$ cat config.mk
export PLATFORM = sky130hd
export DESIGN_NAME = adder_tree_sched_flat
export DESIGN_NICKNAME = d
export VERILOG_FILES = /design/src/rtl/adder_tree_sched_pkg.sv /design/src/rtl/adder_tree_sched_if.sv /design/src/rtl/adder_tree_res_fifo.sv /design/src/rtl/adder_tree_sched.sv /design/src/flat_wrapper.sv
export SDC_FILE = /design/constraint.sdc
export NUM_CORES = 1
export LEC_CHECK = 0
export ABC_CLOCK_PERIOD_IN_PS = 3550
export BUFFER_PORTS_ARGS = -buffer_cell sky130_fd_sc_hd__buf_2
export CAP_MARGIN = 30
export CORE_ASPECT_RATIO = 0.9
export CORE_MARGIN = 5
export CORE_UTILIZATION = 47
export DETAILED_ROUTE_END_ITERATION = 16
export PLACE_DENSITY = 0.76
export SKIP_CTS_REPAIR_TIMING = 1
export SLEW_MARGIN = 20
export SYNTH_ARGS = -nofsm -noshare
export SYNTH_HDL_FRONTEND = slang
export SYNTH_HIERARCHICAL = 1
export SYNTH_SLANG_ARGS = --single-unit
$ cat constraint.sdc
create_clock -name clk -period 3.55 [get_ports clk]
set_input_delay 0.1775 -clock clk [delete_from_list [all_inputs] [get_ports clk]]
set_output_delay 0.1775 -clock clk [all_outputs]
set_load 0.02 [all_outputs]
$ cat src/rtl/adder_tree_sched_pkg.sv
// Shared constants and width helpers for the adder-tree scheduler and its result buffer.
package adder_tree_pkg;

   localparam int unsigned NUM_LEAVES = 8;
   localparam int unsigned LEVEL_BITS = 3;

   typedef int unsigned width_t;

   function automatic width_t sum_width(width_t w);
      return w + LEVEL_BITS;
   endfunction

   // Requester-id width; never zero so a 1-bit id survives degenerate configurations.
   function automatic width_t id_width(width_t n);
      return (n > 1) ? width_t'($clog2(n)) : 1;
   endfunction

endpackage

$ cat src/rtl/adder_tree_sched_if.sv
// Request, tree and result signals of the adder-tree scheduler.
interface adder_tree_sched_if #(
   parameter int unsigned ADDER_WIDTH = 6,
   parameter int unsigned NUM_REQ     = 4
);
   import adder_tree_pkg::*;

   localparam int unsigned OpW  = NUM_LEAVES * ADDER_WIDTH;
   localparam int unsigned SumW = sum_width(ADDER_WIDTH);
   localparam int unsigned IdW  = id_width(NUM_REQ);

   logic [NUM_REQ-1:0]     req_valid;
   logic [NUM_REQ-1:0]     req_ready;
   logic [NUM_REQ*OpW-1:0] req_operands;
   logic                   tree_valid;
   logic [OpW-1:0]         tree_operands;
   logic [SumW-1:0]        tree_sum;
   logic                   res_valid;
   logic                   res_ready;
   logic [SumW-1:0]        res_sum;
   logic [IdW-1:0]         res_id;

   modport slave (
      input  req_valid, req_operands, tree_sum, res_ready,
      output req_ready, tree_valid, tree_operands, res_valid, res_sum, res_id
   );

   modport master (
      output req_valid, req_operands, tree_sum, res_ready,
      input  req_ready, tree_valid, tree_operands, res_valid, res_sum, res_id
   );

endinterface

$ cat src/rtl/adder_tree_res_fifo.sv
// Show-ahead result FIFO; head data reads as zero while empty.
module adder_tree_res_fifo #(
   parameter int unsigned Width = 8,
   parameter int unsigned Depth = 8,
   localparam int unsigned PtrW = (Depth > 1) ? $clog2(Depth) : 1,
   localparam int unsigned CntW = $clog2(Depth + 1)
) (
   input  logic             clk,
   input  logic             rst,
   input  logic             push_i,
   input  logic [Width-1:0] push_data_i,
   input  logic             pop_ready_i,
   output logic             head_valid_o,
   output logic [Width-1:0] head_data_o,
   output logic [CntW-1:0]  count_o
);

   logic [Width-1:0] mem_q [Depth];
   logic [PtrW-1:0]  wr_ptr_q, wr_ptr_d;
   logic [PtrW-1:0]  rd_ptr_q, rd_ptr_d;
   logic [CntW-1:0]  count_q, count_d;
   logic             pop;

   assign head_valid_o = (count_q != '0);
   assign pop          = head_valid_o & pop_ready_i;
   assign head_data_o  = head_valid_o ? mem_q[rd_ptr_q] : '0;
   assign count_o      = count_q;

   always_comb begin
      wr_ptr_d = wr_ptr_q;
      rd_ptr_d = rd_ptr_q;
      count_d  = count_q;
      if (push_i) wr_ptr_d = (wr_ptr_q == PtrW'(Depth - 1)) ? '0 : wr_ptr_q + 1'b1;
      if (pop)    rd_ptr_d = (rd_ptr_q == PtrW'(Depth - 1)) ? '0 : rd_ptr_q + 1'b1;
      if (push_i && !pop)      count_d = count_q + 1'b1;
      else if (!push_i && pop) count_d = count_q - 1'b1;
   end

   always_ff @(posedge clk or posedge rst) begin
      if (rst) begin
         wr_ptr_q <= '0;
         rd_ptr_q <= '0;
         count_q  <= '0;
      end else begin
         wr_ptr_q <= wr_ptr_d;
         rd_ptr_q <= rd_ptr_d;
         count_q  <= count_d;
      end
   end

   always_ff @(posedge clk) begin
      if (push_i) mem_q[wr_ptr_q] <= push_data_i;
   end

   // Upstream credits must make this unreachable.
   a_no_overflow: assert property (@(posedge clk) disable iff (rst)
      push_i |-> (count_q < CntW'(Depth)))
      else $error("push into full result FIFO");

endmodule

$ cat src/rtl/adder_tree_sched.sv
// Round-robin scheduler sharing one pipelined 8-leaf adder tree; tags each issue through the
// tree latency and buffers tagged sums in a credit-protected result FIFO.
module adder_tree_sched
   import adder_tree_pkg::*;
#(
   parameter int unsigned ADDER_WIDTH  = 6,
   parameter int unsigned NUM_REQ      = 4,
   parameter int unsigned TREE_LATENCY = 2,
   parameter int unsigned RES_DEPTH    = 8
) (
   input logic               clk,
   input logic               rst,
   adder_tree_sched_if.slave bus
);

   localparam int unsigned OpW  = NUM_LEAVES * ADDER_WIDTH;
   localparam int unsigned SumW = sum_width(ADDER_WIDTH);
   localparam int unsigned IdW  = id_width(NUM_REQ);
   localparam int unsigned CntW = $clog2(RES_DEPTH + 1);

   typedef logic [IdW-1:0] id_t;

   id_t            last_grant_q, last_grant_d;
   logic           issue_valid_q, issue_valid_d;
   id_t            issue_id_q, issue_id_d;
   logic [OpW-1:0] issue_ops_q, issue_ops_d;
   logic           tag_valid_q [TREE_LATENCY];
   logic           tag_valid_d [TREE_LATENCY];
   id_t            tag_id_q [TREE_LATENCY];
   id_t            tag_id_d [TREE_LATENCY];

   logic [CntW-1:0]     fifo_count;
   logic [IdW+SumW-1:0] head_data;
   int unsigned         inflight;
   logic                credit_ok, grant_found, accept;
   id_t                 grant_id, cand;

   // First valid requester after last_grant, wrapping modulo NUM_REQ.
   always_comb begin
      grant_found = 1'b0;
      grant_id    = last_grant_q;
      cand        = '0;
      for (int unsigned k = 1; k <= NUM_REQ; k++) begin
         cand = id_t'((32'(last_grant_q) + k) % NUM_REQ);
         if (!grant_found && bus.req_valid[cand]) begin
            grant_found = 1'b1;
            grant_id    = cand;
         end
      end
   end

   // Credits count the issue register and every tag stage against free FIFO slots.
   always_comb begin
      inflight = 32'(issue_valid_q);
      for (int unsigned i = 0; i < TREE_LATENCY; i++) begin
         if (tag_valid_q[i]) inflight = inflight + 1;
      end
      credit_ok = (32'(fifo_count) + inflight) < RES_DEPTH;
      accept    = credit_ok & grant_found;
   end

   always_comb begin
      bus.req_ready = '0;
      if (accept) bus.req_ready[grant_id] = 1'b1;
   end

   always_comb begin
      last_grant_d  = last_grant_q;
      issue_valid_d = accept;
      issue_id_d    = issue_id_q;
      issue_ops_d   = issue_ops_q;
      if (accept) begin
         last_grant_d = grant_id;
         issue_id_d   = grant_id;
         issue_ops_d  = bus.req_operands[32'(grant_id)*OpW +: OpW];
      end
      tag_valid_d[0] = issue_valid_q;
      tag_id_d[0]    = issue_id_q;
      for (int unsigned i = 1; i < TREE_LATENCY; i++) begin
         tag_valid_d[i] = tag_valid_q[i-1];
         tag_id_d[i]    = tag_id_q[i-1];
      end
   end

   always_ff @(posedge clk or posedge rst) begin
      if (rst) begin
         last_grant_q  <= id_t'(NUM_REQ - 1);
         issue_valid_q <= 1'b0;
         issue_id_q    <= '0;
         issue_ops_q   <= '0;
         tag_valid_q   <= '{default: 1'b0};
         tag_id_q      <= '{default: '0};
      end else begin
         last_grant_q  <= last_grant_d;
         issue_valid_q <= issue_valid_d;
         issue_id_q    <= issue_id_d;
         issue_ops_q   <= issue_ops_d;
         tag_valid_q   <= tag_valid_d;
         tag_id_q      <= tag_id_d;
      end
   end

   assign bus.tree_valid    = issue_valid_q;
   assign bus.tree_operands = issue_ops_q;

   adder_tree_res_fifo #(
      .Width (IdW + SumW),
      .Depth (RES_DEPTH)
   ) u_res_fifo (
      .clk          (clk),
      .rst          (rst),
      .push_i       (tag_valid_q[TREE_LATENCY-1]),
      .push_data_i  ({tag_id_q[TREE_LATENCY-1], bus.tree_sum}),
      .pop_ready_i  (bus.res_ready),
      .head_valid_o (bus.res_valid),
      .head_data_o  (head_data),
      .count_o      (fifo_count)
   );

   assign {bus.res_id, bus.res_sum} = head_data;

endmodule

$ cat src/flat_wrapper.sv
// flat-port wrapper written by rule: the top's interface ports become plain ports
module adder_tree_sched_flat import adder_tree_pkg::*;
#(
   parameter int unsigned ADDER_WIDTH  = 6,
   parameter int unsigned NUM_REQ      = 4,
   parameter int unsigned TREE_LATENCY = 2,
   parameter int unsigned RES_DEPTH    = 8
)
  (clk, rst, bus_req_valid, bus_req_operands, bus_tree_sum, bus_res_ready, bus_req_ready, bus_tree_valid, bus_tree_operands, bus_res_valid, bus_res_sum, bus_res_id);
  adder_tree_sched_if #(.ADDER_WIDTH(ADDER_WIDTH), .NUM_REQ(NUM_REQ)) bus_i ();
  input logic clk;
  input logic rst;
  input wire logic [$bits(bus_i.req_valid)-1:0] bus_req_valid;
  input wire logic [$bits(bus_i.req_operands)-1:0] bus_req_operands;
  input wire logic [$bits(bus_i.tree_sum)-1:0] bus_tree_sum;
  input wire logic [$bits(bus_i.res_ready)-1:0] bus_res_ready;
  output wire logic [$bits(bus_i.req_ready)-1:0] bus_req_ready;
  output wire logic [$bits(bus_i.tree_valid)-1:0] bus_tree_valid;
  output wire logic [$bits(bus_i.tree_operands)-1:0] bus_tree_operands;
  output wire logic [$bits(bus_i.res_valid)-1:0] bus_res_valid;
  output wire logic [$bits(bus_i.res_sum)-1:0] bus_res_sum;
  output wire logic [$bits(bus_i.res_id)-1:0] bus_res_id;
  assign bus_i.req_valid = bus_req_valid;
  assign bus_i.req_operands = bus_req_operands;
  assign bus_i.tree_sum = bus_tree_sum;
  assign bus_i.res_ready = bus_res_ready;
  assign bus_req_ready = bus_i.req_ready;
  assign bus_tree_valid = bus_i.tree_valid;
  assign bus_tree_operands = bus_i.tree_operands;
  assign bus_res_valid = bus_i.res_valid;
  assign bus_res_sum = bus_i.res_sum;
  assign bus_res_id = bus_i.res_id;
  adder_tree_sched #(.ADDER_WIDTH(ADDER_WIDTH), .NUM_REQ(NUM_REQ), .TREE_LATENCY(TREE_LATENCY), .RES_DEPTH(RES_DEPTH)) u_core (.clk(clk), .rst(rst), .bus(bus_i));
endmodule
==> impl_metrics.json <==
{
  "hold_viol_final": 0,
  "synth_top_area_share_pct": 33.9,
  "avgRoutedWirePerCell_um": 20.5,
  "port-buffer-count": 272,
  "cp.depth": 11,
  "grt.total_usage_pct": 21.7,
  "cts.clk_slew.worst_paths_ns": 0.06,
  "ys_warn_count": 6,
  "start_util_pct": 48.1,
  "die_w_um": 146,
  "root_buffer": "clkbuf_16",
  "crit_path_cell_trace": "inv_1 -> ha_1 -> and3_1 -> ha_1 -> nand3_1 -> o21ai_1 -> nor4_4 -> buf_4 -> nand2_1 -> nor2_1 -> buf_2",
  "place_congestion": 0.897,
  "worstRegToRegCells": 7,
  "core_area_um2": 16200,
  "hold_depth": 1,
  "wirelength_um": 20900,
  "p_leak_nw": 4.38,
  "fillers": 1262,
  "drc": 0,
  "final_nets": 1020,
  "hold_class": "input port to flop",
  "finalMaxSlewViolations": 0,
  "cp.arrival_ns": 3.16,
  "antenna_found_initial": 2,
  "avgSynthCellArea_um2": 14.9,
  "crit_slowest_cell": "buf_4",
  "fmax_ghz": 0.300,
  "synth-seq-cells": 157,
  "crit_top_cell": "ha_1",
  "path_class": "flop to primary output",
  "synth_area_um2": 7780,
  "io_pins": 273,
  "async_flop_share_pct": 43.9,
  "path_buf_inv": 3,
  "period_minus_slack_ns": 3.34,
  "vias": 5658,
  "crit_path_start_kind": "flop",
  "post-route-period-util_pct": 94.0,
  "synth_common_cells": "96 x mux2i_1, 88 x edfxtp_1, 67 x dfrtp_1",
  "area_growth_pct": 27.8,
  "drive_gt1_share_pct": 49.2,
  "ys_types": 52,
  "grt_pass1_wl_um": 33000,
  "critPathTopFamily": "simple AND/OR/NAND/NOR gates",
  "clock_latency_ns": 0.41,
  "synth_cells": 522,
  "timing.setup.tns_ns": 0,
  "design_area_um2": 9950,
  "dp_hpwl_um": 15900,
  "die_h_um": 132,
  "pwr_density_cell_nw_per_um2": 971,
  "post_dp_cell_area_um2": 9330,
  "setup_violations": 0,
  "yosysMostFrequentCell": "mux2i_1",
  "grt_max_degree": 58,
  "crit_fanout": 57,
  "max-slew-margin-rel_pct": 49.5,
  "grt_setup_unrepaired": "no",
  "synth_edf_count": 88,
  "rows": 44,
  "first_global_vias": 6260,
  "critPathRequiredTime_ns": 3.37,
  "ys_seq_area_share_pct": 56.2,
  "cts_max_level": 4,
  "worst_ir_drop_vdd_mv": 0.661,
  "maxCapViolations": 0,
  "die_area_um2": 19200,
  "critPathMaxStageDelay_ns": 0.55,
  "ant_nets": 0,
  "drtIter0Drc": 260,
  "synth_top_area_cell": "edfxtp_1",
  "cp-end-kind": "primary output",
  "cts_tree": "built",
  "cts_made_buffers": 17,
  "vias_per_cell": 5.54,
  "final.setup_skew_ns": 0.00899,
  "syn_nets": 742,
  "synthFlopType": "edfxtp_1",
  "globalRouteOverflowTotal": 0,
  "yosys-top-cells-area": "edfxtp_1 34%, dfrtp_1 22%, mux2i_1 12%",
  "cts_buffer_depth": 2,
  "cts_sinks": 157,
  "outcome": "complete, no violations",
  "drt_first_pass_iters": 4,
  "worst_pin_slew_ns": 0.757
}
==> registers in the layout (all words and copies together), names as in the netlist <==
register                    cells
u_core/bus.tree_operands       48
u_core/bus.tree_valid           1
u_core/issue_id_q               2
u_core/last_grant_q             2
u_core/tag_id_d                 2
u_core/tag_id_q                 2
u_core/tag_valid_d              1
u_core/tag_valid_q              1
u_core/u_res_fifo/count_o       4
u_core/u_res_fifo/mem_q        88
u_core/u_res_fifo/rd_ptr_q      3
u_core/u_res_fifo/wr_ptr_q      3
==> metrics by stage <==
step           hold slack (ns)  power, W  worst slack, ns  cells  utilization (%)
2_1_floorplan           0.0177   0.00670            0.811    522                -
3_3_place_gp             0.197   0.00770            0.732    981             57.3
3_5_place_dp             0.195   0.00791            0.608    985             57.6
4_1_cts                 -0.254   0.00972            0.142   1017             61.2
5_1_grt                 0.0170    0.0102          0.00236   1021             61.5
6_report                0.0327   0.00966            0.213   1021             61.5
==> worst paths after layout <==
kind	start	to	slack [ns]
setup / recovery	u_core/bus.tree_valid	bus_req_ready[3]	0.21
hold / removal	bus_tree_sum[8]	u_core/u_res_fifo/mem_q[0][8]	0.03
setup reg to reg	u_core/u_res_fifo/count_o[0]	u_core/u_res_fifo/count_o[3]	0.66
hold reg to reg	u_core/tag_id_d[1]	u_core/tag_id_q[1]	0.35
max in group asynchronous	rst	u_core/bus.tree_operands[5]	2.45
min in group asynchronous	rst	u_core/tag_valid_q[0]	0.33
==> layout make-up <==
| class | instances | area (um2) | share of cell area (%) |
|---|---|---|---|
| clock buffers | 18 | 429 | 4.31 |
| flip-flops and latches | 157 | 4370 | 43.9 |
| repair buffers | 294 | 1570 | 15.8 |
| inverters | 9 | 33.8 | 0.340 |
| diodes | 1 | 2.50 | 0.0252 |
| clock inverters | 14 | 156 | 1.57 |
| well taps | 207 | 259 | 2.60 |
| multi-input cells | 321 | 3120 | 31.4 |
==> logic make-up after synthesis <==
| kind of cell | after synthesis | share of synthesized area [%] |
|---|---|---|
| flip-flops | 157 | 56.2 |
| AO/OA/AOI/OAI | 83 | 11.9 |
| multiplexers | 122 | 19.3 |
| XOR/XNOR | 3 | 0.338 |
| adder cells (fa/ha/maj) | 12 | 2.03 |
| buffers and inverters | 44 | 3.83 |
| AND/OR/NAND/NOR | 101 | 6.45 |
==> cells in the final DEF, fill, tap and decap left out, types with 2 or more instances in the layout <==
cell type  netlist  layout
ha_1            11      11
nand2b_1         4       4
bufinv_16        0       2
nor3_1           4       3
nand2_1          8       8
xnor2_1          3       3
buf_4            7      15
buf_2            7     272
mux2_2           4       4
a22o_1          11      11
mux4_2          22      22
a21oi_1          3       3
nor2b_1          4       4
mux2i_1         96      96
o21ai_0          8       8
dfrtp_1         67      67
inv_6            0       5
edfxtp_1        88      88
buf_12           0       2
nor2_1          58      58
inv_1            9       8
clkinv_4         0       5
nand3b_1         4       4
nand3_1          6       6
clkbuf_16        0      17
o21a_1           4       4
buf_6           11       3
a221oi_1         7       7
a221oi_2        39      39
dfstp_2          2       2
==> power by group <==
group / switching, W / leakage [nW] / internal [W]
combinational: 0.00284 / 2.53 / 0.00205
clock: 0.000733 / 0.288 / 0.00105
sequential: 0.000390 / 1.57 / 0.00260
==> layer usage <==
| metal | part of all wire [%] | track usage [%] |
|---|---|---|
| met1 | 36 | 24.4 |
| met3 | 6.6 | 6.70 |
| met4 | 2.8 | 7.62 |
| met5 | 0.033 | 0 |
| met2 | 54 | 39.0 |
No activity file was read; power rests on OpenSTA's default activity.
